--- src/rtl/imem_port_arbiter_pkg.sv ---
// Shared definitions for the instruction-memory port arbiter and its neighbours
// (decode stage reuses NOP; data-memory side reuses the address check widths).
package imem_port_arbiter_pkg;
    localparam int DEPTH = 1024;
    localparam int AW = 10;
    localparam logic [31:0] NOP = 32'h0000_0000;

    typedef enum logic [1:0] {
        ST_LOAD  = 2'd0,
        ST_RUN   = 2'd1,
        ST_DRAIN = 2'd2
    } state_t;
endpackage

--- src/rtl/imem_port_arbiter_if.sv ---
// Bus bundle between the requesters (fetch, loader), the arbiter and the memory array.
interface imem_port_arbiter_if;
    import imem_port_arbiter_pkg::*;

    // Handshake: a requester holds *_req with its address/data stable; the arbiter
    // answers with a single-cycle *_gnt in that same cycle when the access is taken.
    // Read results appear registered one cycle after the grant.
    logic          fetch_req;
    logic [31:0]   fetch_addr;
    logic          fetch_gnt;
    logic          fetch_valid;
    logic [31:0]   fetch_instr;
    logic          fetch_err;
    logic          flush;
    logic          load_req;
    logic          load_we;
    logic [AW-1:0] load_addr;
    logic [31:0]   load_wdata;
    logic          load_gnt;
    logic [31:0]   load_rdata;
    logic          load_done;
    logic          halt_req;
    logic          halted;
    logic [AW-1:0] mem_addr;
    logic          mem_we;
    logic [31:0]   mem_wdata;
    logic [31:0]   mem_rdata;

    modport master (
        output fetch_req, fetch_addr, flush, load_req, load_we, load_addr, load_wdata,
               load_done, halt_req, mem_rdata,
        input  fetch_gnt, fetch_valid, fetch_instr, fetch_err, load_gnt, load_rdata,
               halted, mem_addr, mem_we, mem_wdata
    );

    modport slave (
        input  fetch_req, fetch_addr, flush, load_req, load_we, load_addr, load_wdata,
               load_done, halt_req, mem_rdata,
        output fetch_gnt, fetch_valid, fetch_instr, fetch_err, load_gnt, load_rdata,
               halted, mem_addr, mem_we, mem_wdata
    );
endinterface

--- src/rtl/imem_addr_check.sv ---
// Byte address to word address conversion with alignment and range check.
module imem_addr_check
    import imem_port_arbiter_pkg::*;
#(
    parameter int AW_P = AW
) (
    input  logic [31:0]     addr,
    output logic [AW_P-1:0] word,
    output logic            err
);
    assign word = addr[AW_P+1:2];
    assign err  = (addr[1:0] != 2'b00) | (addr[31:AW_P+2] != '0);
endmodule

--- src/rtl/imem_port_arbiter.sv ---
// Shares the single instruction-memory port between fetch and the program loader,
// sequencing boot (loader first) and halt-driven hand-back to the loader.
module imem_port_arbiter
    import imem_port_arbiter_pkg::*;
(
    input  logic                clk,
    input  logic                rst,
    imem_port_arbiter_if.slave  bus,
    output state_t              dbg_state
);
    state_t        state, state_nxt;
    logic [AW-1:0] fetch_word;
    logic          fetch_bad;
    logic [AW-1:0] addr_q;
    logic          pending_q;
    logic          fetch_gnt_c, load_gnt_c, mem_we_c;
    logic [AW-1:0] mem_addr_c;
    logic          fetch_valid_q, fetch_err_q;
    logic [31:0]   fetch_instr_q, load_rdata_q;

    imem_addr_check #(.AW_P(AW)) u_check (
        .addr (bus.fetch_addr),
        .word (fetch_word),
        .err  (fetch_bad)
    );

    always_ff @(posedge clk) begin
        if (!rst) begin
            state     <= ST_LOAD;
            addr_q    <= '0;
            pending_q <= 1'b0;
        end else begin
            state     <= state_nxt;
            addr_q    <= mem_addr_c;
            pending_q <= fetch_gnt_c;
        end
    end

    // A bad fetch address never reaches the array: mem_addr keeps its last value.
    always_comb begin
        state_nxt   = state;
        fetch_gnt_c = 1'b0;
        load_gnt_c  = 1'b0;
        mem_we_c    = 1'b0;
        mem_addr_c  = addr_q;
        case (state)
            ST_LOAD: begin
                load_gnt_c = bus.load_req;
                mem_addr_c = bus.load_addr;
                mem_we_c   = bus.load_req & bus.load_we;
                if (bus.load_done) state_nxt = ST_RUN;
            end
            ST_RUN: begin
                fetch_gnt_c = bus.fetch_req & ~bus.halt_req;
                if (!fetch_bad) mem_addr_c = fetch_word;
                if (bus.halt_req) state_nxt = ST_DRAIN;
            end
            ST_DRAIN: begin
                if (!pending_q) state_nxt = ST_LOAD;
            end
            default: state_nxt = ST_LOAD;
        endcase
        if (!rst) begin
            fetch_gnt_c = 1'b0;
            load_gnt_c  = 1'b0;
            mem_we_c    = 1'b0;
            mem_addr_c  = '0;
        end
    end

    // Flush wins over any response, including one granted in the flush cycle.
    always_ff @(posedge clk) begin
        if (!rst) begin
            fetch_valid_q <= 1'b0;
            fetch_err_q   <= 1'b0;
            fetch_instr_q <= NOP;
            load_rdata_q  <= '0;
        end else begin
            fetch_valid_q <= fetch_gnt_c & ~bus.flush;
            fetch_err_q   <= fetch_gnt_c & ~bus.flush & fetch_bad;
            if (bus.flush)       fetch_instr_q <= NOP;
            else if (fetch_gnt_c) fetch_instr_q <= fetch_bad ? NOP : bus.mem_rdata;
            if (load_gnt_c & ~bus.load_we) load_rdata_q <= bus.mem_rdata;
        end
    end

    assign bus.fetch_gnt   = fetch_gnt_c;
    assign bus.load_gnt    = load_gnt_c;
    assign bus.mem_we      = mem_we_c;
    assign bus.mem_addr    = mem_addr_c;
    assign bus.mem_wdata   = bus.load_wdata;
    assign bus.fetch_valid = fetch_valid_q;
    assign bus.fetch_err   = fetch_err_q;
    assign bus.fetch_instr = fetch_instr_q;
    assign bus.load_rdata  = load_rdata_q;
    assign bus.halted      = ~rst | (state == ST_LOAD);
    assign dbg_state       = state;
endmodule

--- src/flat_wrapper.sv ---
// flat-port wrapper written by rule: the top's interface ports become plain ports
module imem_port_arbiter_flat import imem_port_arbiter_pkg::*;
  (clk, rst, dbg_state, bus_fetch_req, bus_fetch_addr, bus_flush, bus_load_req, bus_load_we, bus_load_addr, bus_load_wdata, bus_load_done, bus_halt_req, bus_mem_rdata, bus_fetch_gnt, bus_fetch_valid, bus_fetch_instr, bus_fetch_err, bus_load_gnt, bus_load_rdata, bus_halted, bus_mem_addr, bus_mem_we, bus_mem_wdata);
  imem_port_arbiter_if bus_i ();
  input  logic clk;
  input  logic rst;
  output state_t dbg_state;
  input wire logic [$bits(bus_i.fetch_req)-1:0] bus_fetch_req;
  input wire logic [$bits(bus_i.fetch_addr)-1:0] bus_fetch_addr;
  input wire logic [$bits(bus_i.flush)-1:0] bus_flush;
  input wire logic [$bits(bus_i.load_req)-1:0] bus_load_req;
  input wire logic [$bits(bus_i.load_we)-1:0] bus_load_we;
  input wire logic [$bits(bus_i.load_addr)-1:0] bus_load_addr;
  input wire logic [$bits(bus_i.load_wdata)-1:0] bus_load_wdata;
  input wire logic [$bits(bus_i.load_done)-1:0] bus_load_done;
  input wire logic [$bits(bus_i.halt_req)-1:0] bus_halt_req;
  input wire logic [$bits(bus_i.mem_rdata)-1:0] bus_mem_rdata;
  output wire logic [$bits(bus_i.fetch_gnt)-1:0] bus_fetch_gnt;
  output wire logic [$bits(bus_i.fetch_valid)-1:0] bus_fetch_valid;
  output wire logic [$bits(bus_i.fetch_instr)-1:0] bus_fetch_instr;
  output wire logic [$bits(bus_i.fetch_err)-1:0] bus_fetch_err;
  output wire logic [$bits(bus_i.load_gnt)-1:0] bus_load_gnt;
  output wire logic [$bits(bus_i.load_rdata)-1:0] bus_load_rdata;
  output wire logic [$bits(bus_i.halted)-1:0] bus_halted;
  output wire logic [$bits(bus_i.mem_addr)-1:0] bus_mem_addr;
  output wire logic [$bits(bus_i.mem_we)-1:0] bus_mem_we;
  output wire logic [$bits(bus_i.mem_wdata)-1:0] bus_mem_wdata;
  assign bus_i.fetch_req = bus_fetch_req;
  assign bus_i.fetch_addr = bus_fetch_addr;
  assign bus_i.flush = bus_flush;
  assign bus_i.load_req = bus_load_req;
  assign bus_i.load_we = bus_load_we;
  assign bus_i.load_addr = bus_load_addr;
  assign bus_i.load_wdata = bus_load_wdata;
  assign bus_i.load_done = bus_load_done;
  assign bus_i.halt_req = bus_halt_req;
  assign bus_i.mem_rdata = bus_mem_rdata;
  assign bus_fetch_gnt = bus_i.fetch_gnt;
  assign bus_fetch_valid = bus_i.fetch_valid;
  assign bus_fetch_instr = bus_i.fetch_instr;
  assign bus_fetch_err = bus_i.fetch_err;
  assign bus_load_gnt = bus_i.load_gnt;
  assign bus_load_rdata = bus_i.load_rdata;
  assign bus_halted = bus_i.halted;
  assign bus_mem_addr = bus_i.mem_addr;
  assign bus_mem_we = bus_i.mem_we;
  assign bus_mem_wdata = bus_i.mem_wdata;
  imem_port_arbiter u_core (.clk(clk), .rst(rst), .bus(bus_i), .dbg_state(dbg_state));
endmodule
--- config.mk ---
export PLATFORM = sky130hd
export DESIGN_NAME = imem_port_arbiter_flat
export DESIGN_NICKNAME = d
export VERILOG_FILES = /design/src/rtl/imem_port_arbiter_pkg.sv /design/src/rtl/imem_port_arbiter_if.sv /design/src/rtl/imem_addr_check.sv /design/src/rtl/imem_port_arbiter.sv /design/src/flat_wrapper.sv
export SDC_FILE = /design/constraint.sdc
export NUM_CORES = 1
export LEC_CHECK = 0
export ABC_AREA = 1
export ABC_CLOCK_PERIOD_IN_PS = 4300
export CAP_MARGIN = 10
export CORE_UTILIZATION = 43
export CTS_BUF_LIST = sky130_fd_sc_hd__clkbuf_8
export CTS_CLUSTER_DIAMETER = 150
export DETAILED_ROUTE_END_ITERATION = 6
export PLACE_DENSITY = 0.88
export SLEW_MARGIN = 40
export SYNTH_ARGS = -nofsm -noshare
export SYNTH_HDL_FRONTEND = slang
export SYNTH_HIERARCHICAL = 1
export SYNTH_SLANG_ARGS = --single-unit
--- constraint.sdc ---
create_clock -name clk -period 4.3 [get_ports clk]
set_clock_uncertainty 0.05 [all_clocks]
set_input_delay 1.29 -clock clk [delete_from_list [all_inputs] [get_ports clk]]
set_output_delay 1.29 -clock clk [all_outputs]
set_load 0.05 [all_outputs]
==> key figures <==
Clock tree
  – Clock transition at the register clock pins on the worst setup and hold paths after CTS: 0.09 ns
  – Clk root buf: sky130_fd_sc_hd__clkbuf_8
  – Later-pin clock latency in the skew report: 0.34 ns
  – Post-cts hold buffer count: 0
  – Clock net sink count: 79
  – H-Tree Level Count: 3
  – Deepest clock path buffer count: 2
  – Inserted Clock Buffers: 9
  – TritonCTS clock tree: yes

Synthesis
  – Gate count of the mapped netlist: 649
  – Average footprint of a synthesized cell: 6.36 µm²
  – Top cells by area, synth: sky130_fd_sc_hd__dfxtp_1, sky130_fd_sc_hd__nand2_1, sky130_fd_sc_hd__nor2_1
  – Count of unique library cells instantiated by Yosys: 21
  – Number of storage elements in the synthesis netlist: 79
  – Sequential area share after synthesis: 38.3%
  – Number of warnings printed during yosys synthesis: 6
  – Share of the synthesized area in the top cell type: 38.3%
  – FFs w/ async S/R, synth: 0%
  – Most numerous cell types in the synthesized netlist: sky130_fd_sc_hd__nand2_1, sky130_fd_sc_hd__nor2_1, sky130_fd_sc_hd__inv_1
  – Number of flops mapped to enable cells by yosys: 0
  – Synth area leader: sky130_fd_sc_hd__dfxtp_1
  – Post-Synthesis Cell Area: 4130 µm²
  – Most frequently used flop master after synthesis: sky130_fd_sc_hd__dfxtp_1
  – Most used standard cell by instance count after synthesis: sky130_fd_sc_hd__nand2_1
  – Mapped Nets: 763

Global route
  – All-layer global routing usage: 21.8%
  – Vias in the first global route: 3715
  – Wire length of the first global-routing pass: 17.3 mm
  – GRT Residual Overflow: 0
  – Largest net degree at the start of global routing: 65
  – Initial antenna violation count: 0

Finish
  – Synthesis-to-finish area growth: 46.9%
  – Area used by sequential logic in the layout: 1580 µm²
  – Area of the multi-input gates: 1700 µm²
  – Net count reported at finish: 877
  – Count of fill cells added during filler insertion: 814
  – Number of diodes: 0
  – Non-filler cells in the finished layout: 897
  – Fraction of layout instances using a drive strength above 1: 10.0%

Critical path
  – Critical Path Sink: bus_mem_addr[8]
  – Reg-to-reg startpoint: u_core/dbg_state[1]$_SDFFE_PN0P_
  – Ordered cell list for the critical path: dlymetal6s2s_1 > nor2_2 > nand2_1 > nor2_2 > nand3_4 > buf_12 > nand2_1 > o211ai_1 > a21oi_2 > buf_12
  – End of the worst register-to-register path: u_core/bus.load_rdata[19]$_SDFFE_PN0P_
  – Nature of the critical path endpoint: output pin
  – CP Data Arrival Time: 2.71 ns
  – Kind of start point of the critical path: input pin
  – Worst Reg2Reg Path Length in Cells: 6
  – Bufs and invs on worst path: 3
  – Critical path's slowest cell: sky130_fd_sc_hd__a21oi_2
  – Critical Path RT: 2.96 ns
  – Launch point of the critical path: bus_fetch_addr[26]
  – Worst path max stage delay: 0.24 ns
  – Worst-case register-to-register setup slack: 2.26 ns
  – Worst path depth: 10
  – Max Fanout on Critical Path: 5
  – CP top delay family: simple AND/OR/NAND/NOR gates
  – Setup Crit Path Kind: in2out

Routing
  – Number of DRC markers in iteration 0: 78
  – DR vias: 3997
  – WL final: 10.9 mm
  – Final routed wire length divided by cell count: 12.1 µm
  – Via density: 4.46
  – Number of antenna-violating nets in the routed design: 0
  – First-pass iteration count of the detailed router: 4
  – DRC viols: 0

STA
  – Fmax: 247 MHz
  – Total of endpoints with negative setup slack in the final report: 0
  – Worst slew pin tran: 0.676 ns
  – Worst-case headroom to the max-slew limit: 54.9%
  – RSZ-0062 raised after global routing: no
  – Min Clock Period, post-route: 4.05 ns
  – Setup Total Neg Slack: 0 ns
  – Ratio of final minimum period to clock period: 94.3%
  – Number of hold-slack violations in the final timing report: 0
  – Max Transition Viols Final: 0

Floorplanning
  – Core box area: 9280 µm²
  – Starting utilization of the core area: 44.4%
  – Overall die area: 9990 µm²
  – Width of the die: 100 µm
  – Vert. Die Dim: 100 µm
  – Placement Rows: 35
  – Number of top-level pins: 228

Power
  – LEAKAGE: 2.92 nW
  – Peak VDD IR: 0.000225 V
  – Power Dens Cells: 307 nW/µm²

Job
  – Max-cap violations: 0

Run status
  – Result of the run: completed

Placement
  – Placed wire-length estimate: 7.26 mm
  – Inst Count DP: 877
  – Number of buffers added on ports: 163
  – Placer's final routability congestion estimate: 0.762

Worst hold path
  – Worst Hold Class: reg2reg
## per-layer routing
layer  global-route usage (%)  share of wire [%]
met1                     26.3                 45
met2                     37.1                 47
met3                     6.06                5.6
met4                     7.81                2.2
met5                        0                  0
## layout make-up
| class | count | area share (%) |
|---|---|---|
| inverter | 114 | 7.06 |
| clock buffer | 10 | 2.27 |
| clock inverter | 6 | 1.40 |
| timing repair buffer | 177 | 32.4 |
| multi-input combinational | 382 | 28.1 |
| tap | 129 | 2.66 |
| sequential | 79 | 26.1 |
## registers in the layout, summed over array words and instances (netlist names)
signal / flops
u_core/bus.fetch_valid: 1
u_core/pending_q: 1
u_core/bus.load_rdata: 32
u_core/addr_q: 10
u_core/bus.fetch_err: 1
u_core/dbg_state: 2
u_core/bus.fetch_instr: 32
## kinds of logic after synthesis
group / after synthesis / synth area share [%]
buffers and inverters: 188 / 22.2
and+or+nand+nor: 342 / 33.5
AOI/OAI and AO/OA: 40 / 5.94
DFF: 79 / 38.3
## power breakdown
| part | internal [mW] | switching [mW] |
|---|---|---|
| logic | 0.191 | 0.268 |
| registers | 0.763 | 0.0195 |
| clock network | 0.341 | 0.278 |
## worst min path at each step
| stage | from | to | slack [ns] | cells after the start |
|---|---|---|---|---|
| 2_1_floorplan | u_core/pending_q$_SDFF_PN0_ | u_core/dbg_state[1]$_SDFFE_PN0P_ | 0.40 | 2 |
| 3_3_place_gp | u_core/pending_q$_SDFF_PN0_ | u_core/dbg_state[1]$_SDFFE_PN0P_ | 0.40 | 2 |
| 3_5_place_dp | u_core/pending_q$_SDFF_PN0_ | u_core/dbg_state[1]$_SDFFE_PN0P_ | 0.41 | 2 |
| 4_1_cts | u_core/pending_q$_SDFF_PN0_ | u_core/dbg_state[1]$_SDFFE_PN0P_ | 0.43 | 2 |
| 5_1_grt | u_core/pending_q$_SDFF_PN0_ | u_core/dbg_state[1]$_SDFFE_PN0P_ | 0.44 | 2 |
| 6_report | u_core/pending_q$_SDFF_PN0_ | u_core/dbg_state[1]$_SDFFE_PN0P_ | 0.42 | 2 |
## worst min-delay path: stages, from the launching register on
cell	delay, ns
sky130_fd_sc_hd__dfxtp_1	0.31
sky130_fd_sc_hd__nand3_1	0.07
sky130_fd_sc_hd__a21oi_1	0.06
## cell usage in the layout (no fill, tap or decap), types with 12 or more instances in the layout
| master | synthesis | final |
|---|---|---|
| sky130_fd_sc_hd__clkdlybuf4s50_1 | 0 | 127 |
| sky130_fd_sc_hd__nor2_1 | 126 | 120 |
| sky130_fd_sc_hd__dlymetal6s2s_1 | 0 | 22 |
| sky130_fd_sc_hd__nand3_1 | 27 | 26 |
| sky130_fd_sc_hd__inv_1 | 107 | 108 |
| sky130_fd_sc_hd__a21oi_1 | 22 | 13 |
| sky130_fd_sc_hd__dfxtp_1 | 79 | 79 |
| sky130_fd_sc_hd__nand2_1 | 178 | 176 |
| sky130_fd_sc_hd__buf_4 | 44 | 12 |
| sky130_fd_sc_hd__buf_12 | 0 | 14 |
## per-stage QoR
| stage | hold slack, ns | total power, mW | cell area (µm²) | setup slack (ns) | util [%] |
|---|---|---|---|---|---|
| after floorplan | 0.400 | 1.14 | 4130 | 0.0157 | - |
| after global placement | 0.404 | 1.25 | 5650 | -0.0468 | 60.9 |
| after detailed placement | 0.415 | 1.25 | 5650 | -0.0838 | 60.9 |
| after CTS | 0.428 | 1.87 | 5910 | 0.00620 | 63.7 |
| after global routing | 0.444 | 1.94 | 6060 | 0.0970 | 65.3 |
| final | 0.425 | 1.86 | 6060 | 0.247 | 65.3 |
## repair_timing
item,4_1_cts,5_1_grt
endpoints found under the setup margin,8,10
buffers inserted,0,2
gates resized for setup,9,33
gates cloned,0,2
pin swaps,3,25
Power figures use the tool's default switching activity.
